$ cat config.mk
export PLATFORM = sky130hd
export DESIGN_NAME = array_scan_correlator
export DESIGN_NICKNAME = d
export VERILOG_FILES = /design/src/rtl/array_scan_correlator_pkg.sv /design/src/rtl/array_scan_correlator_coincidence_window.sv /design/src/rtl/array_scan_correlator.sv
export SDC_FILE = /design/constraint.sdc
export NUM_CORES = 1
export LEC_CHECK = 0
export CAP_MARGIN = 15
export CORE_MARGIN = 10
export CORE_UTILIZATION = 40
export DETAILED_ROUTE_END_ITERATION = 10
export PLACE_DENSITY = 0.65
export SYNTH_ARGS = -nofsm -noshare
export SYNTH_HDL_FRONTEND = slang
export SYNTH_SLANG_ARGS = --single-unit
$ cat constraint.sdc
create_clock -name pwm_clk -period 4.9 [get_ports pwm_clk]
set_input_delay 0.98 -clock pwm_clk [delete_from_list [all_inputs] [get_ports pwm_clk]]
set_output_delay 0.98 -clock pwm_clk [all_outputs]
set_load 0.03 [all_outputs]
$ cat src/rtl/array_scan_correlator_pkg.sv
// Shared types and default constants for the array scan correlator.
package array_scan_pkg;

    typedef enum logic [1:0] {
        IDLE,
        SETTLE,
        ACCUM,
        STORE
    } scan_state_e;

    localparam int DEF_ROWS          = 7;
    localparam int DEF_COLS          = 7;
    localparam int DEF_CNT_W         = 16;
    localparam int DEF_MAX_CYCLES    = 16384;
    localparam int DEF_HIGH_CYCLES   = 4096;
    localparam int DEF_SETTLE_CYCLES = 64;
    localparam int DEF_AVG_SHIFT     = 2;

    function automatic int clog2_min1(input int v);
        return (v > 1) ? $clog2(v) : 1;
    endfunction

endpackage

$ cat src/rtl/array_scan_correlator_coincidence_window.sv
// Bounded coincidence window: counts cycles, reference highs, selected highs
// and coincidences; done flags the terminating cycle (its sample is included).
module coincidence_window #(
    parameter int CNT_W       = 16,
    parameter int MAX_CYCLES  = 16384,
    parameter int HIGH_CYCLES = 4096
) (
    input  logic             clk_i,
    input  logic             rst_ni,
    input  logic             clear_i,
    input  logic             run_i,
    input  logic             ref_i,
    input  logic             sel_i,
    output logic             done_o,
    output logic [CNT_W-1:0] m_o
);

    logic [CNT_W-1:0] cyc_q, a_q, b_q, m_q;
    logic [CNT_W-1:0] cyc_d, a_d, b_d, m_d;

    always_comb begin
        cyc_d = cyc_q + CNT_W'(1);
        a_d   = a_q + CNT_W'(ref_i);
        b_d   = b_q + CNT_W'(sel_i);
        m_d   = m_q + CNT_W'(ref_i & sel_i);
    end

    // Compare against next values so the terminating sample is counted.
    assign done_o = run_i && ((cyc_d == CNT_W'(MAX_CYCLES)) ||
                              (a_d == CNT_W'(HIGH_CYCLES)) ||
                              (b_d == CNT_W'(HIGH_CYCLES)));
    assign m_o = m_q;

    always_ff @(posedge clk_i or negedge rst_ni) begin
        if (!rst_ni) begin
            cyc_q <= '0;
            a_q   <= '0;
            b_q   <= '0;
            m_q   <= '0;
        end else if (clear_i) begin
            cyc_q <= '0;
            a_q   <= '0;
            b_q   <= '0;
            m_q   <= '0;
        end else if (run_i) begin
            cyc_q <= cyc_d;
            a_q   <= a_d;
            b_q   <= b_d;
            m_q   <= m_d;
        end
    end

endmodule

$ cat src/rtl/array_scan_correlator.sv
// Grid-scanning coincidence correlator with result memory and registered read port.
// Optional smoothing of stored results when ARRAY_SCAN_AVG_EN is defined.
module array_scan_correlator
    import array_scan_pkg::*;
#(
    parameter int ROWS          = DEF_ROWS,
    parameter int COLS          = DEF_COLS,
    parameter int CNT_W         = DEF_CNT_W,
    parameter int MAX_CYCLES    = DEF_MAX_CYCLES,
    parameter int HIGH_CYCLES   = DEF_HIGH_CYCLES,
    parameter int SETTLE_CYCLES = DEF_SETTLE_CYCLES,
    parameter int AVG_SHIFT     = DEF_AVG_SHIFT,
    localparam int RW = clog2_min1(ROWS),
    localparam int CW = clog2_min1(COLS),
    localparam int AW = clog2_min1(ROWS * COLS)
) (
    input  logic             pwm_clk,
    input  logic             rst_n,
    input  logic             enable,
    input  logic             in_ref,
    input  logic             in_sel,
    output logic [RW-1:0]    row,
    output logic [CW-1:0]    col,
    output logic             busy,
    output logic             sample_valid,
    output logic [CNT_W-1:0] sample_count,
    output logic             frame_done,
    output logic             frame_valid,
    input  logic [AW-1:0]    rd_addr,
    output logic [CNT_W-1:0] rd_data
);

    localparam int DEPTH = ROWS * COLS;
    localparam int SW    = clog2_min1(SETTLE_CYCLES);
`ifdef ARRAY_SCAN_AVG_EN
    localparam bit AVG_ON = 1'b1;
`else
    localparam bit AVG_ON = 1'b0;
`endif

    scan_state_e      state_q;
    logic [SW-1:0]    settle_q;
    logic [RW-1:0]    row_q;
    logic [CW-1:0]    col_q;
    logic             busy_q, sample_valid_q, frame_done_q, frame_valid_q;
    logic [CNT_W-1:0] sample_count_q, rd_data_q;
    logic [CNT_W-1:0] mem_q [DEPTH];

    logic             win_clear, win_run, win_done;
    logic [CNT_W-1:0] win_m, store_val;
    logic [AW-1:0]    wr_addr;
    logic             settle_last;

    assign settle_last = (settle_q == SW'(SETTLE_CYCLES - 1));
    assign win_clear   = (state_q == SETTLE) && settle_last;
    assign win_run     = (state_q == ACCUM);
    assign wr_addr     = AW'(int'(row_q) * COLS + int'(col_q));

    coincidence_window #(
        .CNT_W       (CNT_W),
        .MAX_CYCLES  (MAX_CYCLES),
        .HIGH_CYCLES (HIGH_CYCLES)
    ) u_window (
        .clk_i   (pwm_clk),
        .rst_ni  (rst_n),
        .clear_i (win_clear),
        .run_i   (win_run),
        .ref_i   (in_ref),
        .sel_i   (in_sel),
        .done_o  (win_done),
        .m_o     (win_m)
    );

    // Smoothing reads the old entry combinationally so STORE stays one cycle;
    // raw values are stored until a full frame exists.
    logic signed [CNT_W:0] old_s, diff_s, avg_s;
    always_comb begin
        old_s     = $signed({1'b0, mem_q[wr_addr]});
        diff_s    = $signed({1'b0, win_m}) - old_s;
        avg_s     = old_s + (diff_s >>> AVG_SHIFT);
        store_val = (AVG_ON && frame_valid_q) ? avg_s[CNT_W-1:0] : win_m;
    end

    always_ff @(posedge pwm_clk or negedge rst_n) begin
        if (!rst_n) begin
            state_q        <= IDLE;
            settle_q       <= '0;
            row_q          <= '0;
            col_q          <= '0;
            busy_q         <= 1'b0;
            sample_valid_q <= 1'b0;
            sample_count_q <= '0;
            frame_done_q   <= 1'b0;
            frame_valid_q  <= 1'b0;
        end else begin
            sample_valid_q <= 1'b0;
            frame_done_q   <= 1'b0;
            case (state_q)
                IDLE: begin
                    if (enable) begin
                        state_q  <= SETTLE;
                        settle_q <= '0;
                        busy_q   <= 1'b1;
                    end
                end
                SETTLE: begin
                    if (settle_last) begin
                        state_q <= ACCUM;
                    end else begin
                        settle_q <= settle_q + SW'(1);
                    end
                end
                ACCUM: begin
                    if (win_done) begin
                        state_q <= STORE;
                    end
                end
                STORE: begin
                    sample_count_q <= store_val;
                    sample_valid_q <= 1'b1;
                    if (col_q == CW'(COLS - 1)) begin
                        col_q <= '0;
                        if (row_q == RW'(ROWS - 1)) begin
                            row_q         <= '0;
                            frame_done_q  <= 1'b1;
                            frame_valid_q <= 1'b1;
                        end else begin
                            row_q <= row_q + RW'(1);
                        end
                    end else begin
                        col_q <= col_q + CW'(1);
                    end
                    settle_q <= '0;
                    if (enable) begin
                        state_q <= SETTLE;
                        busy_q  <= 1'b1;
                    end else begin
                        state_q <= IDLE;
                        busy_q  <= 1'b0;
                    end
                end
                default: begin
                    state_q <= IDLE;
                    busy_q  <= 1'b0;
                end
            endcase
        end
    end

    always_ff @(posedge pwm_clk) begin
        if (state_q == STORE) begin
            mem_q[wr_addr] <= store_val;
        end
    end

    always_ff @(posedge pwm_clk or negedge rst_n) begin
        if (!rst_n) begin
            rd_data_q <= '0;
        end else begin
            rd_data_q <= mem_q[rd_addr];
        end
    end

    assign row          = row_q;
    assign col          = col_q;
    assign busy         = busy_q;
    assign sample_valid = sample_valid_q;
    assign sample_count = sample_count_q;
    assign frame_done   = frame_done_q;
    assign frame_valid  = frame_valid_q;
    assign rd_data      = rd_data_q;

endmodule

Word level (Yosys, flattened, before mapping) --
Memory sizes are Yosys's and may differ from the RTL's. A register that Yosys moved wholly into a read port is not among the register bits. Cells that the tools add are included.
Storage, ports and cells: flip-flop bits (word level) 98, RAM bits 784, bits of input ports 11, output and inout bits 42, logic and storage cells 77, memories kept 1
Operators by class: add/subtract/negate cells 8, $mul 1, equal/unequal tests 13, mux-type cells 26, bitwise gates (word level) 1, reduce and logical (&&, ||, !) cells 14
Memories:
- mem_q | depth 49, bits a word 16, rd ports 1, clocked after memory_dff 1, write ports 1, RTL line array_scan_correlator.sv:47 | logic [CNT_W-1:0] mem_q [DEPTH];
Operators with widths (count):
- $mux W16 | 8
- $add A16 B1 Y16 | 2
- $eq A16 B13 Y1 const B | 2
- $pmux W6 S3 | 1
- $add A16 B1 Y16 const B | 1
- $add A16 B16 Y16 | 1
- $eq A16 B15 Y1 const B | 1
- $mux W6 | 2
- $reduce_and A3 Y1 | 3
- $mux W1 | 8
- $ne A2 B2 Y1 const B | 4
- $pmux W2 S4 | 1
- $add A3 B1 Y3 const B | 2
- $add A6 B1 Y6 const B | 1
- $add A6 B3 Y6 | 1
- $eq A3 B3 Y1 const B | 2
- $eq A6 B6 Y1 const B | 1
- $mul A3 B3 Y6 const B | 1
- $mux W2 | 3
- $mux W3 | 2
- $eq A2 B2 Y1 const B | 2
- $reduce_and A2 Y1 | 2
- $reduce_bool A2 Y1 | 2
- $reduce_bool A3 Y1 | 1
- 7 further kinds | 9

Logic depth before layout (Yosys ltp) --
word-level depth 7, gate-level depth with buffers 12, gate-level depth less buffers 12

Modules after synthesis --
Synthesis repeated with hierarchy kept, for this count alone.
Unflattened totals: cell total of the unflattened synthesis 1922, area total of the unflattened synthesis 36178.4 um^2
Modules (own cells, without submodules):
- array_scan_correlator | times used 1, cells each 1498, area an instance 32377.3 um^2, sequential area each 24793.8 um^2
- coincidence_window | times used 1, cells each 424, area an instance 3801.1 um^2, sequential area each 1601.5 um^2

Worst setup path before layout --
No wires, ideal clock.
kind register to register, start point register row_q[1] (netlist: row[1]), end point memory mem_q[0][0] (enable), setup time 0.409 ns, arrival time 3.839 ns, data required time 4.491 ns, slack 0.652 ns, cell stages (with the launch flop) 10, buffers on the path 0, period minus slack after synthesis 4.248 ns, cell sequence dfrtp_1 -> fa_1 -> inv_1 -> fa_1 -> inv_1 -> fa_1 -> a21o_1 -> a21oi_1 -> xnor2_1 -> nor3_1
On the way: longest elaborated chain between the ends 2
Ends and longest elaborated chain:
- from (decl) | RTL line array_scan_correlator.sv:43 | logic [RW-1:0] row_q;
- from (signal assigned) | RTL line array_scan_correlator.sv:128 | row_q <= row_q + RW'(1);
- $mul A3 B3 Y6 | RTL line array_scan_correlator.sv:57 | assign wr_addr = AW'(int'(row_q) * COLS + int'(col_q));
- $add A6 B3 Y6 | RTL line array_scan_correlator.sv:57
- to (decl) | RTL line array_scan_correlator.sv:47
No other way between the ends.

Final worst setup path --
start point register row_q[1] (netlist: row[1]), end point memory mem_q[19][9] (enable)
Same word-level chain as after synthesis.

==> flow_metrics.env <==
export IMPL_status="finished clean"
export IMPL_finClkSkew_ns=0.0593
export IMPL_synthFlopType="edfxtp_1"
export IMPL_cts_clk_slew_worst_paths_ns=0.06
export IMPL_hpwl_mm=51.0
export IMPL_multiInputGateArea_sq_um=9010
export IMPL_drc=0
export IMPL_area_growth_pct=15.8
export IMPL_leakage_nw=11.9
export IMPL_synth_cells=1789
export IMPL_rr_endpoint="mem_q[19][9]"
export IMPL_grt_pass1_wl_mm=124
export IMPL_synth_warnings=0
export IMPL_num_vias=17947
export IMPL_wl_per_cell_um=26.0
export IMPL_port_buffers=52
export IMPL_antenna_found_initial=3
export IMPL_syn_nets=1828
export IMPL_seqCellArea_sq_um=26400
export IMPL_initial_core_util_pct=40.4
export IMPL_r2r_setup_slack_ns=0.78
export IMPL_cts_resized_gates=0
export IMPL_grt_overflow_total=0
export IMPL_final_cell_mix="edfxtp_1 (784), mux4_2 (246), nor2_1 (111)"
export IMPL_worst_slew_pin_slew_ns=1.11
export IMPL_final_hold_viol_count=0
export IMPL_final_util_pct=46.7
export IMPL_min_period_ns=4.12
export IMPL_fp_row_count=109
export IMPL_h_tree_depth=3
export IMPL_grt_max_degree=67
export IMPL_drv_cap=0
export IMPL_crit_chain="fa_1, inv_1, fa_1, inv_1, fa_1, a21o_1, a21oi_1, xnor2_1, nor2_1, nand2_1, nor2_2, buf_4"
export IMPL_netlist_area_sq_um=35800
export IMPL_numCtsBuffers=93
export IMPL_avgSynthCellArea_sq_um=20.0
export IMPL_crit_type="flip-flop to flip-flop"
export IMPL_nNetsFinal=1995
export IMPL_ant_nets=0
export IMPL_rsz0062_at_grt="no"
export IMPL_slowest_stage="fa_1"
export IMPL_die_width_um=319
export IMPL_ys_seq_area_share_pct=73.8
export IMPL_post_cts_setup_buffers=0
export IMPL_antenna_cells=0
export IMPL_peakVddDrop_uv=273
export IMPL_final_common_cell="edfxtp_1"
export IMPL_slew_viol_final=0
export IMPL_synth_edff_count=784
export IMPL_max_stage_delay_ns=0.54
export IMPL_cts_hold_buf=0
export IMPL_gp_congestion=0.847
export IMPL_slew_headroom_pct=25.7
export IMPL_worst_hold_slack_ns=0.329
export IMPL_power_mw=15.6
export IMPL_drt_vias_per_instance=5.62
export IMPL_cts_tree="done"
export IMPL_first_global_vias=18150
export IMPL_grtUsageTotal_pct=16.1
export IMPL_path_max_fanout=16
export IMPL_drive_gt1_share_pct=26.4
export IMPL_crit_family="adder cells"
export IMPL_synth_ff_latch_count=898
export IMPL_setup_viol=0
export IMPL_r2r_start="row[1]"
export IMPL_pin_count=53
export IMPL_synth_cell_types=52
export IMPL_insertion_delay_ns=0.67
export IMPL_drt_wl_total_mm=83.1
export IMPL_min_path_type="input pin to asynchronous set/reset pin"
export IMPL_firstDrtPassIters=5
export IMPL_cts_sinks=898
export IMPL_fin_crit_sh_pct=84.1
export IMPL_timing_critical_path_buf_inv=3
export IMPL_tns_ns=0
export IMPL_power_density_nw_per_um2=377
export IMPL_worstPathArrival_ns=4.48
export IMPL_fmax_mhz=243
export IMPL_async_reset_ff_share_pct=12.7
export IMPL_cp_end_kind="flip-flop"
export IMPL_coreArea_sq_um=88600
export IMPL_cts_buffer_depth=3
export IMPL_drtIter0Drc=2131
export IMPL_cpMostUsedCell="fa_1"
export IMPL_crit_path_start_kind="flip-flop"
export IMPL_die_h_um=319
export IMPL_rr_worst_depth=12
export IMPL_die_area_sq_um=102000
export IMPL_fillCellCount=7333
export IMPL_cts_root_buf="clkbuf_16"
export IMPL_required_ns=5.26
==> area by class of cell <==
class	count	share of cell area (%)
Sequential cell	898	63.7
Multi-Input combinational cell	787	21.8
Clock buffer	114	5.88
Tap cell	1165	3.52
Timing Repair Buffer	150	3.20
Clock inverter	55	1.69
Inverter	26	0.236
==> state kept, by name, indices dropped and copies added (netlist names) <==
signal,count
busy,1
col,3
frame_done,1
frame_valid,1
mem_q,784
rd_data,16
row,3
sample_count,16
sample_valid,1
settle_q,6
state_q,2
u_window.a_q,16
u_window.b_q,16
u_window.cyc_q,16
u_window.m_o,16
==> power breakdown <==
part	internal (mW)	leakage (nW)	switching, mW
combinational	0.109	3.31	0.163
sequential	8.21	7.11	0.00121
clock	4.20	1.51	2.95
total	12.5	11.9	3.11
==> worst max path at each step <==
stage | startpoint | end | slack (ns) | depth (start not counted)
global placement | row[0] | mem_q[19][2] | 0.79 | 12
detailed placement | row[1] | mem_q[19][2] | 0.76 | 12
global route | row[1] | mem_q[23][7] | 0.54 | 12
finish | row[1] | mem_q[19][9] | 0.78 | 12
CTS | row[1] | mem_q[19][7] | 0.80 | 12
floorplan | row[1] | mem_q[0][0] | 0.65 | 9
==> cell usage after synthesis (4+ instances only) <==
cell / instances / area, sq um
mux2i_1: 19 / 190
inv_1: 26 / 97.6
a21o_1: 5 / 37.5
o21ai_0: 26 / 130
nor3_1: 14 / 70.1
dfrtp_1: 114 / 2850
and3_1: 6 / 37.5
nor2_1: 126 / 473
mux4_2: 246 / 5540
edfxtp_1: 784 / 23500
or2_2: 6 / 37.5
clkbuf_1: 35 / 131
buf_2: 18 / 90.1
a211oi_1: 12 / 90.1
xnor2_1: 17 / 149
buf_1: 17 / 63.8
a21oi_1: 27 / 135
buf_4: 8 / 60.1
nor4_1: 7 / 43.8
xor2_1: 38 / 333
nand4_1: 24 / 150
fa_1: 4 / 80.1
ha_1: 24 / 300
and2_1: 5 / 31.3
nand3_1: 28 / 140
o31ai_1: 5 / 37.5
or3_1: 16 / 100
nor2b_1: 13 / 81.3
nand2_1: 62 / 233
mux2_2: 18 / 203
and4_1: 4 / 35.0
==> logic make-up (layout without fill, tap and decap cells) <==
| logic type | after synthesis | after routing | synth area share, % |
|---|---|---|---|
| mux | 283 | 283 | 16.6 |
| fa+ha+maj | 28 | 28 | 1.06 |
| flops | 898 | 898 | 73.8 |
| buf+inv | 104 | 345 | 1.24 |
| xor+xnor | 55 | 55 | 1.35 |
| compound gates | 97 | 97 | 1.71 |
| simple gates | 324 | 324 | 4.31 |
==> stage by stage <==
| stage | instance area [sq um] | std cells | setup slack, ns |
|---|---|---|---|
| 2_1_floorplan | 35800 | 1789 | 0.652 |
| 3_3_place_gp | 38300 | 3025 | 0.786 |
| 3_5_place_dp | 38300 | 3025 | 0.762 |
| 4_1_cts | 41400 | 3194 | 0.800 |
| 5_1_grt | 41400 | 3195 | 0.538 |
| 6_report | 41400 | 3195 | 0.778 |
==> per-layer routing <==
layer / track usage [%] / wire length, um / vias up
met5: 0 / 0 / -
met4: 4.65 / 2290 / 0
met3: 3.46 / 6910 / 125
met2: 25.0 / 38800 / 727
met1: 22.9 / 35100 / 9476
li1: - / - / 7619
Note: power is estimated with default switching activity, not from simulation.
